==> src/rtl/ppa_pkg.sv <==
// Shared types and helpers for the pipelined prefix adder.
// Sizes the pipeline: prefix levels and segment count.
package ppa_pkg;

    typedef struct packed {
        logic p;
        logic g;
    } pg_t;

    typedef enum logic {
        OP_ADD = 1'b0,
        OP_SUB = 1'b1
    } op_t;

    function automatic int levels(input int width);
        return $clog2(width);
    endfunction

    function automatic int nseg(input int width, input int lps);
        return (levels(width) + lps - 1) / lps;
    endfunction

    function automatic pg_t pg_combine(input pg_t hi, input pg_t lo);
        pg_t r;
        r.p = hi.p & lo.p;
        r.g = hi.g | (hi.p & lo.g);
        return r;
    endfunction

endpackage

==> src/rtl/ppa_prefix_level.sv <==
// One combinational Kogge-Stone level: bit i merges with bit i-DIST.
// Bits below DIST pass through unchanged.
module ppa_prefix_level
    import ppa_pkg::*;
#(
    parameter int WIDTH = 32,
    parameter int DIST  = 1
) (
    input  logic [WIDTH-1:0] p_in,
    input  logic [WIDTH-1:0] g_in,
    output logic [WIDTH-1:0] p_out,
    output logic [WIDTH-1:0] g_out
);

    // Merge each bit with its DIST-away lower neighbour
    always_comb begin
        pg_t r;
        r = '0;
        p_out = p_in;
        g_out = g_in;
        for (int i = DIST; i < WIDTH; i++) begin
            r = pg_combine('{p: p_in[i], g: g_in[i]},
                           '{p: p_in[i-DIST], g: g_in[i-DIST]});
            p_out[i] = r.p;
            g_out[i] = r.g;
        end
    end

endmodule

==> src/rtl/ppa_pipe_adder.sv <==
// Pipelined Kogge-Stone adder/subtractor with valid/ready handshake.
// Define PPA_SAT_EN to enable signed saturation on overflow.
module ppa_pipe_adder
    import ppa_pkg::*;
#(
    parameter int WIDTH            = 32,
    parameter int LEVELS_PER_STAGE = 2,
    parameter int TAG_W            = 4
) (
    input  logic             clk,
    input  logic             rst_n,
    input  logic             in_valid,
    output logic             in_ready,
    input  logic [WIDTH-1:0] in_a,
    input  logic [WIDTH-1:0] in_b,
    input  logic             in_cin,
    input  logic             in_sub,
    input  logic             in_sat,
    input  logic [TAG_W-1:0] in_tag,
    output logic             out_valid,
    input  logic             out_ready,
    output logic [WIDTH-1:0] out_sum,
    output logic             out_cout,
    output logic             out_ovf,
    output logic             out_zero,
    output logic [TAG_W-1:0] out_tag
);

    localparam int L    = levels(WIDTH);
    localparam int LPS  = LEVELS_PER_STAGE;
    localparam int NSEG = nseg(WIDTH, LEVELS_PER_STAGE);
    localparam int MSB  = WIDTH - 1;

    logic             stall;
    logic [WIDTH-1:0] bx;

    logic [NSEG-1:0]  seg_v;
    logic [WIDTH-1:0] seg_p     [NSEG];
    logic [WIDTH-1:0] seg_g     [NSEG];
    logic [WIDTH-1:0] seg_h     [NSEG];
    logic [WIDTH-1:0] nxt_p     [NSEG];
    logic [WIDTH-1:0] nxt_g     [NSEG];
    logic             seg_a_msb [NSEG];
    logic             seg_b_msb [NSEG];
    logic             seg_cin   [NSEG];
    op_t              seg_op    [NSEG];
    logic [TAG_W-1:0] seg_tag   [NSEG];
`ifdef PPA_SAT_EN
    logic             seg_sat   [NSEG];
`else
    logic             unused_sat;
    assign unused_sat = in_sat;
`endif

    logic [WIDTH-1:0] chain_p [1:L];
    logic [WIDTH-1:0] chain_g [1:L];

    logic             c0;
    logic [WIDTH-1:0] carry;
    logic [WIDTH-1:0] sum_raw;
    logic [WIDTH-1:0] sum_fin;
    logic             cout;
    logic             ovf;
    logic             a_msb;

    assign stall    = out_valid && !out_ready;
    assign in_ready = !stall;
    assign bx       = in_sub ? ~in_b : in_b;
    assign nxt_p[0] = in_a | bx;
    assign nxt_g[0] = in_a & bx;

    for (genvar k = 0; k < L; k++) begin : g_lvl
        logic [WIDTH-1:0] pi;
        logic [WIDTH-1:0] gi;
        if (k % LPS == 0) begin : g_seg
            assign pi = seg_p[k/LPS];
            assign gi = seg_g[k/LPS];
        end else begin : g_chain
            assign pi = chain_p[k];
            assign gi = chain_g[k];
        end
        ppa_prefix_level #(
            .WIDTH (WIDTH),
            .DIST  (1 << k)
        ) u_lvl (
            .p_in  (pi),
            .g_in  (gi),
            .p_out (chain_p[k+1]),
            .g_out (chain_g[k+1])
        );
    end

    for (genvar s = 1; s < NSEG; s++) begin : g_nxt
        assign nxt_p[s] = chain_p[s*LPS];
        assign nxt_g[s] = chain_g[s*LPS];
    end

    // Stage valid bits advance together unless stalled
    always_ff @(posedge clk or negedge rst_n) begin
        if (!rst_n) begin
            seg_v <= '0;
        end else if (!stall) begin
            seg_v[0] <= in_valid;
            for (int s = 1; s < NSEG; s++) seg_v[s] <= seg_v[s-1];
        end
    end

    // Stage payloads: prefix state plus operation context
    always_ff @(posedge clk) begin
        if (!stall) begin
            for (int s = 0; s < NSEG; s++) begin
                seg_p[s] <= nxt_p[s];
                seg_g[s] <= nxt_g[s];
            end
            seg_h[0]     <= in_a ^ bx;
            seg_a_msb[0] <= in_a[MSB];
            seg_b_msb[0] <= bx[MSB];
            seg_cin[0]   <= in_cin;
            seg_op[0]    <= in_sub ? OP_SUB : OP_ADD;
            seg_tag[0]   <= in_tag;
`ifdef PPA_SAT_EN
            seg_sat[0]   <= in_sat;
`endif
            for (int s = 1; s < NSEG; s++) begin
                seg_h[s]     <= seg_h[s-1];
                seg_a_msb[s] <= seg_a_msb[s-1];
                seg_b_msb[s] <= seg_b_msb[s-1];
                seg_cin[s]   <= seg_cin[s-1];
                seg_op[s]    <= seg_op[s-1];
                seg_tag[s]   <= seg_tag[s-1];
`ifdef PPA_SAT_EN
                seg_sat[s]   <= seg_sat[s-1];
`endif
            end
        end
    end

    // Final segment: fold carry-in into prefix carries, form flags
    always_comb begin
        a_msb   = seg_a_msb[NSEG-1];
        c0      = (seg_op[NSEG-1] == OP_SUB) ? 1'b1 : seg_cin[NSEG-1];
        carry   = {chain_g[L][MSB-1:0]
                   | (chain_p[L][MSB-1:0] & {(WIDTH-1){c0}}), c0};
        sum_raw = seg_h[NSEG-1] ^ carry;
        cout    = chain_g[L][MSB] | (chain_p[L][MSB] & c0);
        ovf     = (a_msb == seg_b_msb[NSEG-1])
                  && (sum_raw[MSB] != a_msb);
        sum_fin = sum_raw;
`ifdef PPA_SAT_EN
        if (seg_sat[NSEG-1] && ovf)
            sum_fin = a_msb ? {1'b1, {MSB{1'b0}}}
                            : {1'b0, {MSB{1'b1}}};
`endif
    end

    // Output register holds while the consumer stalls
    always_ff @(posedge clk or negedge rst_n) begin
        if (!rst_n) begin
            out_valid <= 1'b0;
            out_sum   <= '0;
            out_cout  <= 1'b0;
            out_ovf   <= 1'b0;
            out_zero  <= 1'b0;
            out_tag   <= '0;
        end else if (!stall) begin
            out_valid <= seg_v[NSEG-1];
            if (seg_v[NSEG-1]) begin
                out_sum  <= sum_fin;
                out_cout <= cout;
                out_ovf  <= ovf;
                out_zero <= ~|sum_fin;
                out_tag  <= seg_tag[NSEG-1];
            end
        end
    end

endmodule
==> config.mk <==
export PLATFORM = sky130hd
export DESIGN_NAME = ppa_pipe_adder
export DESIGN_NICKNAME = d
export VERILOG_FILES = /design/src/rtl/ppa_pkg.sv /design/src/rtl/ppa_prefix_level.sv /design/src/rtl/ppa_pipe_adder.sv
export SDC_FILE = /design/constraint.sdc
export NUM_CORES = 1
export LEC_CHECK = 0
export ABC_AREA = 1
export BUFFER_PORTS_ARGS = -buffer_cell sky130_fd_sc_hd__buf_2
export CAP_MARGIN = 30
export CORE_MARGIN = 3
export CORE_UTILIZATION = 40
export DETAILED_ROUTE_END_ITERATION = 10
export GPL_ROUTABILITY_DRIVEN = 0
export PLACE_DENSITY = 0.62
export RECOVER_POWER = 50
export SYNTH_ARGS = -nofsm -noshare
export SYNTH_HDL_FRONTEND = slang
export SYNTH_HIERARCHICAL = 1
export SYNTH_SLANG_ARGS = --single-unit
==> constraint.sdc <==
create_clock -name clk -period 8.3 [get_ports clk]
set_clock_uncertainty 0.2 [all_clocks]
set_input_delay 1.66 -clock clk [delete_from_list [all_inputs] [get_ports clk]]
set_output_delay 1.66 -clock clk [all_outputs]
set_load 0.05 [all_outputs]
Word-level counts from Yosys, hierarchy flattened. Memory sizes are Yosys's and may differ from the RTL's. A register that Yosys moved wholly into a read port is not among the register bits. Cells that the tools add are included.

Logic and storage cells: 425. Memory bits (writable): 312. Memories: 8. Bits in registers: 39. Output and inout bits: 41. Bits of input ports: 75.

Equal/unequal tests: 2. Reduce and logical (&&, ||, !) cells: 8. Muxes and demuxes: 4. Bitwise operators: 397.

Memories: seg_g (words 3, width 32, rd ports 3, clocked after Yosys merged registers in 0, write ports 3, line ppa_pipe_adder.sv:39) `logic [WIDTH-1:0] seg_g [NSEG];`; seg_h (words 3, width 32, rd ports 3, clocked after Yosys merged registers in 0, write ports 3, line ppa_pipe_adder.sv:40) `logic [WIDTH-1:0] seg_h [NSEG];`; seg_p (words 3, width 32, rd ports 3, clocked after Yosys merged registers in 0, write ports 3, line ppa_pipe_adder.sv:38) `logic [WIDTH-1:0] seg_p [NSEG];`; seg_tag (words 3, width 4, rd ports 3, clocked after Yosys merged registers in 1, write ports 3, line ppa_pipe_adder.sv:47) `logic [TAG_W-1:0] seg_tag [NSEG];`; seg_a_msb (words 3, width 1, rd ports 3, clocked after Yosys merged registers in 0, write ports 3, line ppa_pipe_adder.sv:43) `logic seg_a_msb [NSEG];`; seg_b_msb (words 3, width 1, rd ports 3, clocked after Yosys merged registers in 0, write ports 3, line ppa_pipe_adder.sv:44) `logic seg_b_msb [NSEG];`; +2 memories.

Operators by type and width (count): AND 1 bit (259); bitwise OR 1 bit (130); bitwise XOR 32 bit (2); AND 32 bit (1); 2-to-1 mux 32 bit (1); NOT 32 bit (1); bitwise OR 32 bit (1); OR reduction 32 bit (1); AND 31 bit (1); bitwise OR 31 bit (1); zero test 1 bit (4); 2-to-1 mux 1 bit (3); logical AND 1 bit (2); AND reduction 2 bit (1); equality test 1 bit (1); != test 1 bit (1); NOT 1 bit (1).

Logic depth before layout (Yosys ltp).
Depth in word-level cells: 6. Mapped depth: 13. Depth with buffers taken out: 12.

By module. The synthesis kept the hierarchy.

By module, submodules not included: ppa_pipe_adder (sequential area each 10445.0 µm², area each 13394.1 µm², times used 1, cells an instance 887); ppa_prefix_level (g_lvl[0].u_lvl) (sequential area each 0.0 µm², area each 596.8 µm², times used 1, cells an instance 157); ppa_prefix_level (g_lvl[1].u_lvl) (sequential area each 0.0 µm², area each 593.1 µm², times used 1, cells an instance 154); ppa_prefix_level (g_lvl[2].u_lvl) (sequential area each 0.0 µm², area each 585.6 µm², times used 1, cells an instance 148); ppa_prefix_level (g_lvl[3].u_lvl) (sequential area each 0.0 µm², area each 570.5 µm², times used 1, cells an instance 136); ppa_prefix_level (g_lvl[4].u_lvl) (sequential area each 0.0 µm², area each 540.5 µm², times used 1, cells an instance 112).

Least setup slack after synthesis. No wires, ideal clock.

Kind: input port to output port. Start point: in out_ready. End point: out in_ready. Setup slack: 0.831 ns. Data required time: 6.440 ns. Arrival time: 5.609 ns. Stages: 2. Path buffers: 0. Cells stage by stage: inv_1 > nand2_2.

Word-level cells in the longest chain between the ends: 3.

RTL lines: from (decl) (line ppa_pipe_adder.sv:21) `input logic out_ready,`; zero test 1 bit (line ppa_pipe_adder.sv:66) `assign stall = out_valid && !out_ready;`; logical AND 1 bit (line ppa_pipe_adder.sv:66); zero test 1 bit; to (decl) (line ppa_pipe_adder.sv:13) `output logic in_ready,`.

Every way passes these cells.

Worst setup path in the final report. Same ends and word-level chain as after synthesis.

==> qor.yml <==
dr_wl_met2_um: 13400
setup_viol: 0
core_area_um2: 40000
cts_buffers: 39
synth_compound_area_frac: 0.0121
final_area_um2: 18300
max_freq_mhz: 213
synthMuxAreaShare: 0
grt_antenna_before_repair: 2
switchingPower_w: 0.00220
final_core_util: 0.457
area_delta_synth_final_pct: 12.2
worst_path_dominant_cell_family: "buffers and inverters"
crit_type: "in2out"
cp_slowest_cell: "nand2_8"
r2r_slack_ns: 5.13
tns_ns: 0
avgSynthCellArea_um2: 10.2
wl_met3_um: 1470
drt-initial-drc-count: 692
start_util: 0.407
final.period_utilization: 0.565
final_antenna_net_count: 0
synth_adder_area_share: 0.0492
period_minus_slack_ns: 4.69
end_kind: "output pin"
die-height_um: 208
crit_top_cell: "buf_2"
grt_pass1_vias: 9443
static-leakage-power_nw: 9.30
cts_root_buf: "clkbuf_16"
cts_tree: "done"
violations: "capacitance limit, slew limit"
cts-resized-gates: 0
ys_ff_latch: 355
synth_top_family_by_area: "simple AND/OR/NAND/NOR gates"
antenna_cells: 0
status: "complete, but fails checks"
critPathMaxStageDelay_ns: 0.50
htreeDepth: 2
gr-total-overflow: 0
vias_per_cell: 4.28
internal_power_w: 0.00416
synth-xor-area-share: 0.0172
synthesis.instances: 1594
p_per_area_nw_per_um2: 348
synth_top_area_frac: 0.575
synthTopCellsByArea: "edfxtp_1, nand2_1, inv_1"
seqPwrFrac: 0.482
clkSlewWorstSetupHoldPaths_ns: 0.06
dieArea_um2: 43200
maxSlewHeadroom: -0.463
p_comb_frac: 0.254
timing.critical_path.cells: "buf_2 > inv_1 > nand2_8 > buf_2"
crit_arrival_ns: 2.83
power.clock.fraction: 0.264
maxCapViolCount: 2
dpl.hpwl_um: 22100
path_buf_inv: 3
syn_area_um2: 16300
cts_setup_buffers: 0
crit_fanout: 102
wl_met1_um: 14000
report.final.slew_viol_count: 73
yosys.area_share.simple: 0.154
tightest_slew_ns: 2.19
die_w_um: 208
cts.sinks: 355
rsz0062_at_grt: "no"
dpl_cell_area_um2: 17000
maxUsedRoutingLayer: "met4"
nets: 1816
ys_warn_count: 6
hold_violations: 0
rows: 73
ios: 116
post_synth_num_cell_types: 23
p_sw_frac: 0.346
peakVddDrop_v: 0.000182
port-buffer-count: 114
cp-start-kind: "primary input"
vias: 9560
drc: 0
dr.pass1.iters: 5
seq_area_frac_synth: 0.642
clk_path_buf_depth: 3
grt_max_degree: 169
totalWireLength_um: 29700
hold_buffers: 0
grt_pass1_wl_um: 47800
critPathRequiredTime_ns: 6.44
clk_latency_ns: 0.53
min_path_type: "reg2reg"
track_usage: 0.138
drive_gt1_frac: 0.104
synth_top_area_cell: "edfxtp_1"
drt-wirelength-per-cell_um: 13.3
syn_nets: 1733
sequential cells by signal (all words and copies together) (netlist names):
signal,count
out_cout,1
seg_a_msb,3
out_ovf,1
seg_g,96
out_zero,1
seg_op,3
seg_p,96
seg_tag,12
seg_cin,3
seg_h,96
out_sum,32
out_tag,4
out_valid,1
seg_b_msb,3
seg_v,3
worst register-to-register path, stage by stage (launching register included):
cell     delay [ns]
dfrtp_1        0.43
nand2_8        0.53
buf_12         0.82
buf_4          0.82
logic make-up after synthesis:
logic type	count (synthesis)
compound gates	39
fa+ha+maj	64
xor+xnor	32
buf+inv	471
flops	355
simple gates	633
per-layer routing:
metal | vias to the layer above | track usage
met2 | 197 | 0.223
met3 | 53 | 0.0261
met1 | 4358 | 0.189
met4 | 0 | 0.0435
met5 | - | 0
li1 | 4952 | -
power groups by stage:
stage                     Clock [W]  Combinational, W  Sequential, W
final                       0.00168           0.00161        0.00307
after CTS                   0.00172           0.00164        0.00308
after global routing        0.00179           0.00183        0.00314
after floorplan                   0           0.00102        0.00334
after global placement            0           0.00159        0.00310
after detailed placement          0           0.00163        0.00311
stage by stage:
stage               hold WS, ns  setup slack (ns)  total power [W]  cells
global placement          0.203              3.59          0.00469   2159
CTS                       0.214              3.60          0.00643   2232
finish                    0.213              3.61          0.00636   2232
detailed placement        0.205              3.59          0.00474   2161
floorplan                 0.200             0.831          0.00436   1594
global route              0.218              3.53          0.00676   2232
cell usage after synthesis (all sizes together):
| cell | number |
|---|---|
| nand3b | 28 |
| o21ai | 35 |
| ha | 64 |
| xnor2 | 32 |
| a21oi | 2 |
| dfrtp | 43 |
| clkinv | 1 |
| edfxtp | 312 |
| a31oi | 2 |
| clkbuf | 4 |
| nand2 | 581 |
| buf | 72 |
| nor2 | 17 |
| nand3 | 7 |
| inv | 394 |
final timing paths:
| check | start | endpoint | depth (start not counted) |
|---|---|---|---|
| setup / recovery | out_ready | in_ready | 4 |
| hold / removal | seg_h[0][48] | seg_h[0][80] | 0 |
| setup reg to reg | out_valid | seg_cin[0][1] | 3 |
| hold reg to reg | seg_h[0][48] | seg_h[0][80] | 0 |
| max in group asynchronous | rst_n | out_sum[13] | 1 |
| min in group asynchronous | rst_n | out_sum[9] | 1 |
cell usage in the layout, fill, tap and decap left out:
cell	netlist	routed
nand3_1	7	7
clkbuf_16	0	40
nand2_4	1	1
a21oi_1	2	2
nor2_1	16	16
nor2_2	1	1
nand2_1	575	574
nand3b_1	28	28
a31oi_1	2	2
clkinv_4	0	1
o21ai_0	35	35
edfxtp_1	312	312
clkinv_1	1	10
clkinv_8	0	1
clkbuf_1	4	13
ha_1	64	64
inv_6	0	2
nand2_2	5	5
dfrtp_1	43	43
clkinvlp_4	0	1
clkinv_2	0	4
buf_12	1	2
xnor2_1	32	32
buf_4	62	1
inv_2	2	2
nand2_8	0	1
buf_2	7	111
bufinv_16	0	4
inv_1	392	392
cell type report:
class / count / area (µm²)
Sequential cell: 355 / 10400
Clock buffer: 49 / 1030
Tap cell: 525 / 657
Fill cell: 3787 / 21700
Timing Repair Buffer: 118 / 618
Clock inverter: 22 / 224
Multi-Input combinational cell: 768 / 3810
Inverter: 395 / 1480
No activity file was read; power rests on OpenSTA's default activity.
